<file path="src/rtl/sd_spi_pkg.sv">
// Shared definitions for the SPI-mode SD card responder.
//   - FSM state encoding (also exported on the debug state port)
//   - command index constants, R1 bit positions, token and filler bytes
//   - r1_byte(): builds an R1 response from the idle and illegal flags
package sd_spi_pkg;

    typedef enum logic [2:0] {
        ST_IDLE   = 3'd0,
        ST_RX_CMD = 3'd1,
        ST_NCR    = 3'd2,
        ST_RESP   = 3'd3,
        ST_TOKEN  = 3'd4,
        ST_DATA   = 3'd5,
        ST_CRC    = 3'd6
    } sd_state_e;

    localparam logic [5:0] CMD0  = 6'd0;
    localparam logic [5:0] CMD8  = 6'd8;
    localparam logic [5:0] CMD16 = 6'd16;
    localparam logic [5:0] CMD17 = 6'd17;
    localparam logic [5:0] CMD41 = 6'd41;
    localparam logic [5:0] CMD55 = 6'd55;
    localparam logic [5:0] CMD58 = 6'd58;

    localparam int R1_IDLE_BIT    = 0;
    localparam int R1_ILLEGAL_BIT = 2;

    localparam logic [7:0] DATA_TOKEN = 8'hFE;
    localparam logic [7:0] FILL_BYTE  = 8'hFF;
    localparam logic [9:0] BLOCK_LAST = 10'd511;

    function automatic logic [7:0] r1_byte(input logic idle, input logic illegal);
        logic [7:0] r;
        r = 8'h00;
        r[R1_IDLE_BIT]    = idle;
        r[R1_ILLEGAL_BIT] = illegal;
        return r;
    endfunction

endpackage

</file>
<file path="src/rtl/sd_spi_edge_sync.sv">
// Brings the asynchronous SPI pins into the system clock domain.
// Ports:
//   clk_i        system clock
//   reset_ni     synchronous active-low reset
//   cs_i/sclk_i/mosi_i   raw SPI pins
//   cs_o/mosi_o          2-FF synchronised chip select and data
//   sclk_rise_o/sclk_fall_o  one-clk strobes on synchronised sclk edges
module sd_spi_edge_sync (
    input  logic clk_i,
    input  logic reset_ni,
    input  logic cs_i,
    input  logic sclk_i,
    input  logic mosi_i,
    output logic cs_o,
    output logic mosi_o,
    output logic sclk_rise_o,
    output logic sclk_fall_o
);

    logic [1:0] cs_q;
    logic [1:0] mosi_q;
    logic [2:0] sclk_q;   // [2] is the previous synchronised value for edge detect

    always_ff @(posedge clk_i) begin
        if (!reset_ni) begin
            cs_q   <= 2'b11;
            mosi_q <= 2'b11;
            sclk_q <= 3'b000;
        end else begin
            cs_q   <= {cs_q[0], cs_i};
            mosi_q <= {mosi_q[0], mosi_i};
            sclk_q <= {sclk_q[1:0], sclk_i};
        end
    end

    assign cs_o        = cs_q[1];
    assign mosi_o      = mosi_q[1];
    assign sclk_rise_o =  sclk_q[1] & ~sclk_q[2];
    assign sclk_fall_o = ~sclk_q[1] &  sclk_q[2];

endmodule

</file>
<file path="src/rtl/sd_spi_responder.sv">
// SPI-mode SD card emulator: receives 48-bit command frames, answers with
// R1/R3/R7 responses and serves CMD17 single-block reads from rd_data.
// Ports:
//   clk, reset            system clock, synchronous active-low reset
//   cs, sclk, mosi, miso  SPI mode 0 link (card side)
//   rd_addr, rd_idx       latched CMD17 argument and byte index being fetched
//   rd_data               block byte, valid 1 clk after rd_idx changes
//   init_done, state      card out of idle, FSM state for debug
//
// state     | meaning
// IDLE      | cs high, waiting for selection
// RX_CMD    | hunting for start bit / shifting a 48-bit command
// NCR       | sending NCR_BYTES filler bytes
// RESP      | sending R1 plus any extra response bytes
// TOKEN     | sending the start-block token
// DATA      | sending the 512 block bytes
// CRC       | sending two dummy CRC bytes
module sd_spi_responder
    import sd_spi_pkg::*;
#(
    parameter int unsigned   NCR_BYTES   = 1,
    parameter int unsigned   ACMD41_BUSY = 2,
    parameter logic [31:0]   OCR_VALUE   = 32'hC0FF8000
) (
    input  logic        clk,
    input  logic        reset,
    input  logic        cs,
    input  logic        sclk,
    input  logic        mosi,
    output logic        miso,
    output logic [31:0] rd_addr,
    output logic [8:0]  rd_idx,
    input  logic [7:0]  rd_data,
    output logic        init_done,
    output logic [2:0]  state
);

    localparam logic [9:0] NCR_LAST = 10'(NCR_BYTES - 1);
    localparam logic [3:0] BUSY_MAX = 4'(ACMD41_BUSY);

    logic cs_s, mosi_s, sclk_rise, sclk_fall;

    sd_spi_edge_sync u_sync (
        .clk_i       (clk),
        .reset_ni    (reset),
        .cs_i        (cs),
        .sclk_i      (sclk),
        .mosi_i      (mosi),
        .cs_o        (cs_s),
        .mosi_o      (mosi_s),
        .sclk_rise_o (sclk_rise),
        .sclk_fall_o (sclk_fall)
    );

    sd_state_e   state_q;
    logic        miso_q;
    logic        init_done_q;
    logic [31:0] rd_addr_q;
    logic [8:0]  rd_idx_q;
    logic [3:0]  busy_q;
    logic        app_cmd_q;
    logic [5:0]  rx_cnt_q;      // frame bits received so far
    logic [37:0] cmd_sr_q;      // frame bits 45:8 (index + argument)
    logic [2:0]  bit_cnt_q;     // 7 = next fall starts a new byte
    logic [9:0]  byte_cnt_q;
    logic [7:0]  cur_q;         // byte currently on miso
    logic [7:0]  r1_q;
    logic [31:0] resp_ext_q;    // extra response bytes, MSB byte first
    logic [2:0]  resp_last_q;   // index of last response byte (0 or 4)
    logic        is_read_q;

    // Command decode, evaluated from the shifted frame while the last bit arrives.
    logic [5:0]  cmd_idx;
    logic [31:0] cmd_arg;
    logic        dec_init, dec_illegal, dec_read;
    logic [3:0]  dec_busy;
    logic [2:0]  dec_last;
    logic [31:0] dec_ext, dec_addr;
    logic [7:0]  dec_r1;

    assign cmd_idx = cmd_sr_q[37:32];
    assign cmd_arg = cmd_sr_q[31:0];

    always_comb begin
        dec_init    = init_done_q;
        dec_busy    = busy_q;
        dec_illegal = 1'b0;
        dec_read    = 1'b0;
        dec_last    = 3'd0;
        dec_ext     = 32'h0;
        dec_addr    = rd_addr_q;
        case (cmd_idx)
            CMD0: begin
                dec_init = 1'b0;
                dec_busy = 4'd0;
            end
            CMD8: begin
                dec_ext  = {16'h0000, 4'h0, cmd_arg[11:8], cmd_arg[7:0]};
                dec_last = 3'd4;
            end
            CMD16, CMD55: ;
            CMD41: begin
                if (!app_cmd_q)
                    dec_illegal = 1'b1;
                else if (busy_q < BUSY_MAX)
                    dec_busy = busy_q + 4'd1;
                else
                    dec_init = 1'b1;
            end
            CMD58: begin
                dec_ext  = OCR_VALUE;
                dec_last = 3'd4;
            end
            CMD17: begin
                if (init_done_q) begin
                    dec_addr = cmd_arg;
                    dec_read = 1'b1;
                end else begin
                    dec_illegal = 1'b1;   // 0x05: idle + illegal
                end
            end
            default: dec_illegal = 1'b1;
        endcase
        dec_r1 = r1_byte(~dec_init, dec_illegal);
    end

    logic [7:0] tx_src;

    always_comb begin
        case (state_q)
            ST_RESP:  tx_src = (byte_cnt_q == 10'd0) ? r1_q : resp_ext_q[31:24];
            ST_TOKEN: tx_src = DATA_TOKEN;
            ST_DATA:  tx_src = rd_data;
            default:  tx_src = FILL_BYTE;
        endcase
    end

    always_ff @(posedge clk) begin
        if (!reset) begin
            state_q     <= ST_IDLE;
            miso_q      <= 1'b1;
            init_done_q <= 1'b0;
            rd_addr_q   <= 32'h0;
            rd_idx_q    <= 9'd0;
            busy_q      <= 4'd0;
            app_cmd_q   <= 1'b0;
            rx_cnt_q    <= 6'd0;
            cmd_sr_q    <= 38'h0;
            bit_cnt_q   <= 3'd7;
            byte_cnt_q  <= 10'd0;
            cur_q       <= FILL_BYTE;
            r1_q        <= 8'h00;
            resp_ext_q  <= 32'h0;
            resp_last_q <= 3'd0;
            is_read_q   <= 1'b0;
        end else if (cs_s && state_q != ST_IDLE) begin
            state_q    <= ST_IDLE;
            miso_q     <= 1'b1;
            app_cmd_q  <= 1'b0;
            rx_cnt_q   <= 6'd0;
            bit_cnt_q  <= 3'd7;
            byte_cnt_q <= 10'd0;
            rd_idx_q   <= 9'd0;
        end else begin
            case (state_q)
                ST_IDLE: begin
                    miso_q   <= 1'b1;
                    rx_cnt_q <= 6'd0;
                    if (!cs_s)
                        state_q <= ST_RX_CMD;
                end

                ST_RX_CMD: begin
                    // The last response bit is held until the host has clocked it in.
                    if (sclk_rise) begin
                        miso_q <= 1'b1;
                        if (rx_cnt_q == 6'd0) begin
                            if (!mosi_s)
                                rx_cnt_q <= 6'd1;
                        end else if (rx_cnt_q == 6'd1) begin
                            // transmission bit must be 1, else resume hunting
                            rx_cnt_q <= mosi_s ? 6'd2 : 6'd0;
                        end else if (rx_cnt_q == 6'd47) begin
                            init_done_q <= dec_init;
                            busy_q      <= dec_busy;
                            app_cmd_q   <= (cmd_idx == CMD55);
                            rd_addr_q   <= dec_addr;
                            r1_q        <= dec_r1;
                            resp_ext_q  <= dec_ext;
                            resp_last_q <= dec_last;
                            is_read_q   <= dec_read;
                            rx_cnt_q    <= 6'd0;
                            bit_cnt_q   <= 3'd7;
                            byte_cnt_q  <= 10'd0;
                            state_q     <= ST_NCR;
                        end else begin
                            if (rx_cnt_q <= 6'd39)
                                cmd_sr_q <= {cmd_sr_q[36:0], mosi_s};
                            rx_cnt_q <= rx_cnt_q + 6'd1;
                        end
                    end
                end

                ST_NCR, ST_RESP, ST_TOKEN, ST_DATA, ST_CRC: begin
                    if (sclk_fall) begin
                        if (bit_cnt_q == 3'd7) begin
                            miso_q    <= tx_src[7];
                            cur_q     <= tx_src;
                            bit_cnt_q <= 3'd6;
                        end else begin
                            miso_q    <= cur_q[bit_cnt_q];
                            bit_cnt_q <= bit_cnt_q - 3'd1;   // 0 wraps to 7
                            if (bit_cnt_q == 3'd0) begin
                                case (state_q)
                                    ST_NCR: begin
                                        if (byte_cnt_q == NCR_LAST) begin
                                            byte_cnt_q <= 10'd0;
                                            state_q    <= ST_RESP;
                                        end else begin
                                            byte_cnt_q <= byte_cnt_q + 10'd1;
                                        end
                                    end
                                    ST_RESP: begin
                                        if (byte_cnt_q == {7'd0, resp_last_q}) begin
                                            byte_cnt_q <= 10'd0;
                                            state_q    <= is_read_q ? ST_TOKEN : ST_RX_CMD;
                                        end else begin
                                            byte_cnt_q <= byte_cnt_q + 10'd1;
                                            if (byte_cnt_q != 10'd0)
                                                resp_ext_q <= {resp_ext_q[23:0], 8'h00};
                                        end
                                    end
                                    ST_TOKEN: begin
                                        byte_cnt_q <= 10'd0;
                                        state_q    <= ST_DATA;
                                    end
                                    ST_DATA: begin
                                        // 9-bit index wraps back to 0 after byte 511
                                        rd_idx_q <= rd_idx_q + 9'd1;
                                        if (byte_cnt_q == BLOCK_LAST) begin
                                            byte_cnt_q <= 10'd0;
                                            state_q    <= ST_CRC;
                                        end else begin
                                            byte_cnt_q <= byte_cnt_q + 10'd1;
                                        end
                                    end
                                    default: begin
                                        if (byte_cnt_q == 10'd1) begin
                                            byte_cnt_q <= 10'd0;
                                            state_q    <= ST_RX_CMD;
                                        end else begin
                                            byte_cnt_q <= byte_cnt_q + 10'd1;
                                        end
                                    end
                                endcase
                            end
                        end
                    end
                end

                default: state_q <= ST_IDLE;
            endcase
        end
    end

    assign miso      = miso_q;
    assign rd_addr   = rd_addr_q;
    assign rd_idx    = rd_idx_q;
    assign init_done = init_done_q;
    assign state     = state_q;

endmodule

</file>
<file path="config.mk">
export PLATFORM = sky130hd
export DESIGN_NAME = sd_spi_responder
export DESIGN_NICKNAME = d
export VERILOG_FILES = /design/src/rtl/sd_spi_pkg.sv /design/src/rtl/sd_spi_edge_sync.sv /design/src/rtl/sd_spi_responder.sv
export SDC_FILE = /design/constraint.sdc
export NUM_CORES = 1
export LEC_CHECK = 0
export ABC_AREA = 1
export BUFFER_PORTS_ARGS = -buffer_cell sky130_fd_sc_hd__buf_2
export CORE_MARGIN = 2
export CORE_UTILIZATION = 60
export DETAILED_ROUTE_END_ITERATION = 8
export GPL_ROUTABILITY_DRIVEN = 0
export PLACE_DENSITY = 0.8
export SLEW_MARGIN = 20
export SYNTH_ARGS = -nofsm -noshare
export SYNTH_HDL_FRONTEND = slang
export SYNTH_SLANG_ARGS = --single-unit
</file>
<file path="constraint.sdc">
create_clock -name clk -period 4.5 [get_ports clk]
set_input_delay 0 -clock clk [delete_from_list [all_inputs] [get_ports clk]]
set_output_delay 0 -clock clk [all_outputs]
set_load 0.05 [all_outputs]
</file>
Word-level counts from Yosys, hierarchy flattened

Cells that the tools add are included.

Add/sub/neg operators: 5
$lt $le $gt $ge: 3
Equal/unequal tests: 36
Mux-type cells: 74
Bitwise operators: 11
Reduce and logical (&&, ||, !) cells: 29

Operators with widths:

| kind                                                                    | count |
|---|---|
| 32-bit two-way mux                                                      | 10 |
| 32-bit one-hot mux with 2 select lines                                  | 2 |
| 10-bit two-way mux                                                      | 11 |
| 3-bit two-way mux                                                       | 20 |
| 10-bit one-hot mux with 4 select lines                                  | 1 |
| 6-bit two-way mux                                                       | 5 |
| 2-bit inequality test (second input constant)                           | 13 |
| 6-bit equality test (second input constant)                             | 4 |
| 8-bit one-hot mux with 3 select lines                                   | 1 |
| 12-bit AND reduction                                                    | 2 |
| 10-bit one-hot mux with 2 select lines                                  | 1 |
| 8-bit AND reduction                                                     | 2 |
| 3-bit equality test (second input constant)                             | 4 |
| 6-bit by 5-bit equality test with 1-bit output (second input constant)  | 2 |
| 6-bit logical NOT                                                       | 2 |
| 3-bit inequality test (second input constant)                           | 4 |
| 3-bit one-hot mux with 4 select lines                                   | 1 |
| 6-bit one-hot mux with 2 select lines                                   | 1 |
| 6-bit AND reduction                                                     | 2 |
| 10-bit by 1-bit adder with 10-bit output (second input constant)        | 1 |
| 10-bit by 1-bit equality test with 1-bit output (second input constant) | 1 |
| 10-bit by 3-bit equality test with 1-bit output                         | 1 |
| 10-bit by 9-bit equality test with 1-bit output (second input constant) | 1 |
| 10-bit logical NOT                                                      | 1 |
| 36 further kinds                                                        | 65 |

Flip-flop bits (word level): 161
Input port bits: 13
Output and inout bits: 46
Word-level logic and storage cells: 177

Longest topological paths before layout

Gate-level depths: netlist (run 1).

Depth after elaboration: 8
Mapped depth: 14
Gate-level depth less buffers: 13

Modules after synthesis

From an unflattened synthesis (run 1), not the netlist that was laid out.

Cells, all modules: 1023
Area total of the unflattened synthesis: 7269.5 um^2

By module, submodules not included:

| module           | times used | cells an instance | area each (um^2) | sequential area each (um^2) |
|---|---|---|---|---|
| sd_spi_responder | 1          | 998               | 7061.8           | 3042.9 |
| sd_spi_edge_sync | 1          | 25                | 207.7            | 140.1 |

Least setup slack after synthesis (run 1)

OpenSTA, ideal clock, no wires.

Path kind: register to register
From: reg state_q[2], in the netlist state[2]
To: reg byte_cnt_q[5]
Library setup time: 0.119 ns
Data arrival time: 2.355 ns
Data required time: 4.381 ns
Path slack: 2.026 ns
Cell stages (with the launch flop): 15
Path buffers: 2
Clock period less this slack: 2.474 ns
Path through: dfxtp_1 > buf_6 > clkinv_2 > ha_1 > inv_1 > nand2_4 > nand2_1 > nand2_2 > inv_2 > nand2_2 > nor2_4 > buf_6 > nand3_1 > nand2_1 > nor2_1

Cells in the longest elaborated chain, start to end: 6
Elaborated cells between the ends (all ways): 24
Classes of those cells: eq/ne: 13; mux: 5; reduce/logical: 6

Ends and longest elaborated chain:

| element                                                                                      | RTL line                                         | RTL |
|---|---|---|
| from (decl)                                                                                  | sd_spi_responder.sv:55                           | `sd_state_e state_q;` |
| from (signal assigned)                                                                       | sd_spi_responder.sv:226                          | `state_q <= is_read_q ? ST_TOKEN : ST_RX_CMD;` |
| 3-bit equality test / 3-bit by 2-bit equality test with 1-bit output (equally long branches) | sd_spi_responder.sv:165, sd_spi_responder.sv:214 |  |
| 10-bit one-hot mux with 4 select lines                                                       | sd_spi_responder.sv:214                          | `case (state_q)` |
| 10-bit two-way mux                                                                           | sd_spi_responder.sv:213                          | `if (bit_cnt_q == 3'd0) begin` |
| 10-bit two-way mux                                                                           | sd_spi_responder.sv:206                          | `if (bit_cnt_q == 3'd7) begin` |
| 10-bit two-way mux                                                                           | sd_spi_responder.sv:205                          | `if (sclk_fall) begin` |
| 10-bit one-hot mux with 2 select lines                                                       | sd_spi_responder.sv:165                          | `case (state_q)` |
| to (signal assigned)                                                                         | sd_spi_responder.sv:220                          | `byte_cnt_q <= byte_cnt_q + 10'd1;` |
| to (signal assigned)                                                                         | sd_spi_responder.sv:228                          | `byte_cnt_q <= byte_cnt_q + 10'd1;` |
| to (signal assigned)                                                                         | sd_spi_responder.sv:244                          | `byte_cnt_q <= byte_cnt_q + 10'd1;` |
| to (decl)                                                                                    | sd_spi_responder.sv:65                           | `logic [9:0] byte_cnt_q;` |

Parallel ways exist; a longest one is shown, timed or not. The select of a mux whose other input is x is not followed.
A chain may end at the register's enable or synchronous reset.

Final worst setup path (run 1)

From: reg state_q[2], in the netlist state[2]
To: reg resp_ext_q[7]

Cells in the longest elaborated chain, start to end: 4
Elaborated cells between the ends (all ways): 23
Classes of those cells: eq/ne: 16; mux: 1; bitwise: 1; reduce/logical: 5

Ends and longest elaborated chain:

| element                                                              | RTL line                                         | RTL |
|---|---|---|
| 3-bit equality test, or another cell as far along                    | sd_spi_responder.sv:165                          |  |
| 5-bit OR reduction / 1-bit logical AND (equally long branches)       | sd_spi_responder.sv:165, sd_spi_responder.sv:156 |  |
| 2-bit inequality test (no source line), or another cell as far along | --                                               |  |
| 12-bit AND reduction (no source line)                                | --                                               |  |
| to (signal assigned)                                                 | sd_spi_responder.sv:189                          | `resp_ext_q <= dec_ext;` |
| to (signal assigned)                                                 | sd_spi_responder.sv:230                          | `resp_ext_q <= {resp_ext_q[23:0], 8'h00};` |
| to (decl)                                                            | sd_spi_responder.sv:68                           | `logic [31:0] resp_ext_q;` |

Parallel ways exist; a longest one is shown, timed or not.

==> results of run 1 <==
power groups by stage:
stage	clock [mW]	combinational (mW)	sequential (mW)
6_report	1.49	1.28	1.59
5_1_grt	1.56	1.44	1.60
3_5_place_dp	0	1.25	1.62
3_3_place_gp	0	1.25	1.61
4_1_cts	1.50	1.27	1.59
2_1_floorplan	0	1.05	1.63
cell usage after synthesis, types with 11 or more instances:
cell	count
nand4_1	44
nor2_1	284
nor3_1	11
a21oi_1	38
dfxtp_1	159
nand2_1	282
ha_1	13
nand3_1	47
inv_1	116
buf_2	14
buf_6	11
o21ai_0	69
clkbuf_1	15
routing by layer:
metal	global-route usage [%]	part of all wire, %
met1	31.37	47
met2	42.11	47
met3	4.942	4.6
met4	9.488	1.8
met5	0	0
sequential cells by signal, summed over array words and instances (netlist names):
register       flops
cmd_sr_q          38
rd_addr           32
resp_ext_q        32
byte_cnt_q        10
rd_idx             9
cur_q              8
rx_cnt_q           6
busy_q             4
bit_cnt_q          3
state              3
u_sync.sclk_q      3
r1_q               2
u_sync.cs_q        2
u_sync.mosi_q      2
app_cmd_q          1
init_done          1
is_read_q          1
miso               1
resp_last_q        1
layout make-up:
| type | instances | area, um2 |
|---|---|---|
| fill | 1155 | 3885 |
| multi-input combinational | 837 | 3806 |
| sequential | 159 | 3183 |
| inverter | 128 | 484.2 |
| clock buffer | 19 | 452.9 |
| timing repair buffer | 73 | 430.4 |
| tap | 172 | 215.2 |
| clock inverter | 13 | 162.7 |
worst register-to-register path, cell delays in order (launching register included):
cell and delay, ns:
dfxtp_1 0.57, clkinv_2 0.22, ha_1 0.39, inv_1 0.18
nand2_4 0.22, nand2_1 0.14, nand2_2 0.09, inv_2 0.07
nand2_2 0.07, nor2_4 0.57, buf_4 0.32, nand4_1 0.11
nand2_1 0.10, nor2_1 0.05
logic make-up (layout without fill, tap and decap cells):
| kind of cell | Yosys count | after routing | synth area share [%] |
|---|---|---|---|
| AOI/OAI and AO/OA | 120 | 120 | 8.222 |
| xor gates and xnor gates | 3 | 3 | 0.3393 |
| adders and majority gates | 13 | 13 | 2.100 |
| buffers and inverters | 176 | 233 | 9.869 |
| DFF | 159 | 159 | 41.09 |
| and+or+nand+nor | 701 | 701 | 38.38 |
path summary, 6_finish.rpt:
kind	cells after the start	end	from	slack, ns
setup / recovery	13	resp_ext_q[7]	state[2]	1.30
hold / removal	3	busy_q[1]	reset	0.07
setup reg to reg	13	resp_ext_q[7]	state[2]	1.30
hold reg to reg	1	u_sync.mosi_q[1]	u_sync.mosi_q[0]	0.42
==> metrics, run 1 <==
core area 12620 um2; htree depth 4; FF+latch count, synth 159; Int Power 2.779 mW; commonest non-fill, non-tap cell in the layout nor2_1; status finished clean; startpoint types flop; Clock Path Buffers 2; Nets 1242; Starting Density 61.38%; Peak VDD IR around 290 uV; Seq pwr share 36.5%; CP Buf/Inv Count 4; Arr. time, crit path 3.53 ns; Final Cycle Share a little under three quarters; RSZ-0062 raised after global routing false; GRT Util Overall about a quarter; Psw 1.572 mW; Mapped Nets 1198; library cells used by synthesis 38; Post-DRT Antenna Nets 0; most frequent cells in the layout nor2_1 (284), nand2_1 (281), dfxtp_1 (159), inv_1 (116), o21ai_0 (69); Crit-path slowest cell dfxtp_1; Inserted Clock Buffers 17; first-pass GRT wire length about 29000 um; crit path cell chain clkinv_2 > ha_1 > inv_1 > nand2_4 > nand2_1 > nand2_2 > inv_2 > nand2_2 > nor2_4 > buf_4 > nand4_1 > nand2_1 > nor2_1; Die Width 117.6 um; combinational power share between 20% and 30%; Synth top area share between 40% and 50%; # port buffers 58; full die area 13840 um2; DRC 0; CP Class flop to flop; Clk pwr share 34.1%; total grt overflow 0; Post-CTS Setup Inserts 0; Cells after Synth 1172; P&R area growth vs syn 12.76%; Worst path max stage delay roughly 0.57 ns; Least-Margin Pin Slew roughly 1.0 ns; Crit path max-delay family simple AND/OR/NAND/NOR gates; number of flops mapped to enable cells by yosys 0; final setup margin 1.299 ns; drt initial violations around 370; Final HPWL DP 10850 um; wire per inst 11.88 um; Slew headroom 30.47%; leakage power 4.088 nW; cts hold-fix bufs 10; Slew Limit Fails 0; n_diodes 0; CP Capture Type flop; Yosys warnings 0; hold slack roughly 0.070 ns; Root Buffer clkbuf_16; CTS clk-pin slew, worst paths 0.06 ns; average size of a mapped cell between 6 and 7 um2; io pins 59; vias after detailed routing just over 7000; clk_lat worst skew 0.42 ns; async set-reset flop share out of synthesis 0%; vias per std cell 5.074; Place WS 1.371 ns; Final Hold Fails 0; clock net sink count 159; CP max FO 33; post-route design area 8735 um2; Max Cap Viol 0; worst min path class primary input to flop; Req. time, crit path 4.83 ns; Post-Route WL 16650 um; pin count of the biggest net entering global routing 114; vias in the first global route 6462; layout cell share with drive strength beyond 1 10.98%; post-route total power 4.352 mW; Non-Filler Instances 1401; Post-Syn Area 7746 um2; # resized after CTS 0; Die Ht approximately 120 um; f_max 312.4 MHz; sw frac 36.13%; Power Density 498.2 nW/um2; synth top area cells dfxtp_1 (41%), nor2_1 (14%), nand2_1 (14%); Post-synth top flop dfxtp_1; Post-Place Cells 1359; largest area contributor in the netlist dfxtp_1; CTS tree built; Placed Instance Area between 8000 and 9000 um2; setup tns final 0 ns; antenna violations before repair 0; min cycle time layout 3.201 ns; endpoints failing setup 0; fin util 69.21%; Clock Skew 0.006337 ns; part of the Yosys area used for sequential elements around 40%; First-pass DRT Iterations 6; Cell Rows 41
Power figures use the tool's default switching activity.
==> inputs of run 2 (changes only) <==
==> constraint.sdc (replaced) <==
create_clock -name clk -period 3 [get_ports clk]
set_input_delay 0 -clock clk [delete_from_list [all_inputs] [get_ports clk]]
set_output_delay 0 -clock clk [all_outputs]
set_load 0.05 [all_outputs]
==> run 2 against run 1 <==
Hold slack lost 0.032 ns. Count of clock-buffer cells in the layout grew 2. First-iteration DRC count grew 16%. Critical path depth shrank 3. Sequential power grew 50%. Power grew 47%.
==> metrics, run 2 (synthesized netlist as in run 1, its figures left out) <==
status finished clean (unchanged); Die Width 117.6 um (unchanged); crit path launch state[2] (unchanged); Worst path max stage delay 0.56 ns (was 0.57 ns); commonest non-fill, non-tap cell in the layout nor2_1 (unchanged); f_max 371.3 MHz (was 312.4 MHz); Non-Filler Instances 1410 (was 1401); Final HPWL DP 11240 um (was 10850 um); RSZ-0062 raised after global routing false (unchanged); Starting Density 61.38% (unchanged); post-route total power 6.396 mW (was 4.352 mW); Crit path max-delay family simple AND/OR/NAND/NOR gates (unchanged); Clock Path Buffers 2 (unchanged); pin count of the biggest net entering global routing 66 (was 114); number of flip-flops under the largest register name 38 (unchanged); endpoints failing setup 0 (unchanged); wire per inst 12.01 um (was 11.88 um); antenna violations before repair 0 (unchanged); Nets 1252 (was 1242); clk_lat worst skew 0.43 ns (was 0.42 ns); Slew headroom 59.64% (was 30.47%); Worst R2R Setup Slack 0.31 ns (was 1.30 ns); Slew Limit Fails 0 (unchanged); leakage power 4.100 nW (was 4.088 nW); drt initial violations 434 (was 373); worst min path class primary input to flop (unchanged); first-pass GRT wire length 29080 um (was 28950 um); vias per std cell 5.124 (was 5.074); CP Capture Type flop (unchanged); setup tns final 0 ns (unchanged); Final Hold Fails 0 (unchanged); vias in the first global route 6484 (was 6462); layout cell share with drive strength beyond 1 11.47% (was 10.98%); Req. time, crit path 3.32 ns (was 4.83 ns); Placed Instance Area 8107 um2 (was 8014 um2); Max Cap Viol 0 (unchanged); GRT Util Overall 25.06% (was 24.90%); htree depth 4 (unchanged); Arr. time, crit path 3.01 ns (was 3.53 ns); crit path cell chain clkinv_2 > ha_1 > inv_1 > nand2_4 > buf_4 > nand4_2 > nor3_1 > nand3_1 > nand2_1 > nor2_1 (was clkinv_2 > ha_1 > inv_1 > nand2_4 > nand2_1 > nand2_2 > inv_2 > nand2_2 > nor2_4 > buf_4 > nand4_1 > nand2_1 > nor2_1); Peak VDD IR 456.7 uV (was 286.4 uV); # port buffers 58 (unchanged); core area 12620 um2 (unchanged); Post-DRT Antenna Nets 0 (unchanged); DRC 0 (unchanged); CP Class flop to flop (unchanged); Cell Rows 41 (unchanged); Inserted Clock Buffers 17 (unchanged); CP max FO 23 (was 33); CTS clk-pin slew, worst paths 0.06 ns (about the same); Die Ht 117.6 um (unchanged); CP Buf/Inv Count 3 (was 4); Top reg by flops cmd_sr_q (unchanged); n_diodes 0 (unchanged); total grt overflow 0 (unchanged); clock net sink count 159 (unchanged); min cycle time layout 2.693 ns (was 3.201 ns); Root Buffer clkbuf_16 (unchanged); Final Cycle Share 89.77% (was 71.14%); startpoint types flop (unchanged); Power Density 729.4 nW/um2 (was 498.2 nW/um2); First-pass DRT Iterations 5 (was 6); Least-Margin Pin Slew 0.6055 ns (was 1.043 ns); io pins 59 (unchanged); Critical R2R Launch state[2] (unchanged); Crit-path slowest cell dfxtp_1 (unchanged); Clock Skew 0.007989 ns (was 0.006337 ns); Post-Place Cells 1368 (was 1359); most frequent cells in the layout nor2_1 (284), nand2_1 (281), dfxtp_1 (159), inv_1 (116), o21ai_0 (69) (unchanged); post-route design area 8770 um2 (was 8735 um2); vias after detailed routing 7225 (was 7109); hold path startpoint reset (unchanged); Post-Route WL 16940 um (was 16650 um); P&R area growth vs syn 13.21% (was 12.76%); full die area 13840 um2 (unchanged); CTS tree built (unchanged); # resized after CTS 0 (unchanged)
run 2: per-layer routing:
layer | wire length, um | GRT usage (%) | vias to the layer above
met5 | 0 | 0 | -
met4 | 446 | 9.714 | 0
met3 | 776 | 5.911 | 43
met2 | 7788 | 41.46 | 186
met1 | 7927 | 31.66 | 3217
li1 | - | - | 3779
run 2: final cells by class:
class,count,area [um2]
Tap cell,172,215.2
Multi-Input combinational cell,837,3801
Clock buffer,21,470.5
Clock inverter,10,82.58
Sequential cell,159,3183
Inverter,128,484.2
Fill cell,1119,3850
Timing Repair Buffer,83,533.0
run 2: path summary, 6_finish.rpt:
path,to,cells past startpoint
min,rd_addr[15],3
max reg2reg,rd_idx[4],10
min reg2reg,u_sync.sclk_q[1],2
max,rd_idx[4],10
run 2: per-stage QoR:
stage | hold slack (ns) | setup WS [ns] | utilization, %
floorplan | 0.09763 | 0.5260 | -
global placement | 0.1842 | 0.5262 | 64.24
detailed placement | 0.1880 | 0.3612 | 64.24
CTS | 0.02896 | 0.3288 | 69.49
global route | 0.06223 | 0.07317 | 69.49
finish | 0.03790 | 0.3069 | 69.49
run 2: where the power goes:
group,total (mW),switching (mW),internal (mW)
clock,2.00,0.875,1.13
combinational,2.01,1.40,0.611
sequential,2.38,0.114,2.27
run 2: worst register-to-register path, delay by kind of cell, from the launching register on:
kind,cells,cell delay (ns)
flops,1,0.56
fa+ha+maj,1,0.42
buf+inv,3,0.61
simple gates,6,0.99
run 2: what timing repair did:
action / 4_1_cts / 5_1_grt
hold buffers: 11 / 0
setup buffers: 0 / 0
endpoints found under the hold margin: 11 / 0
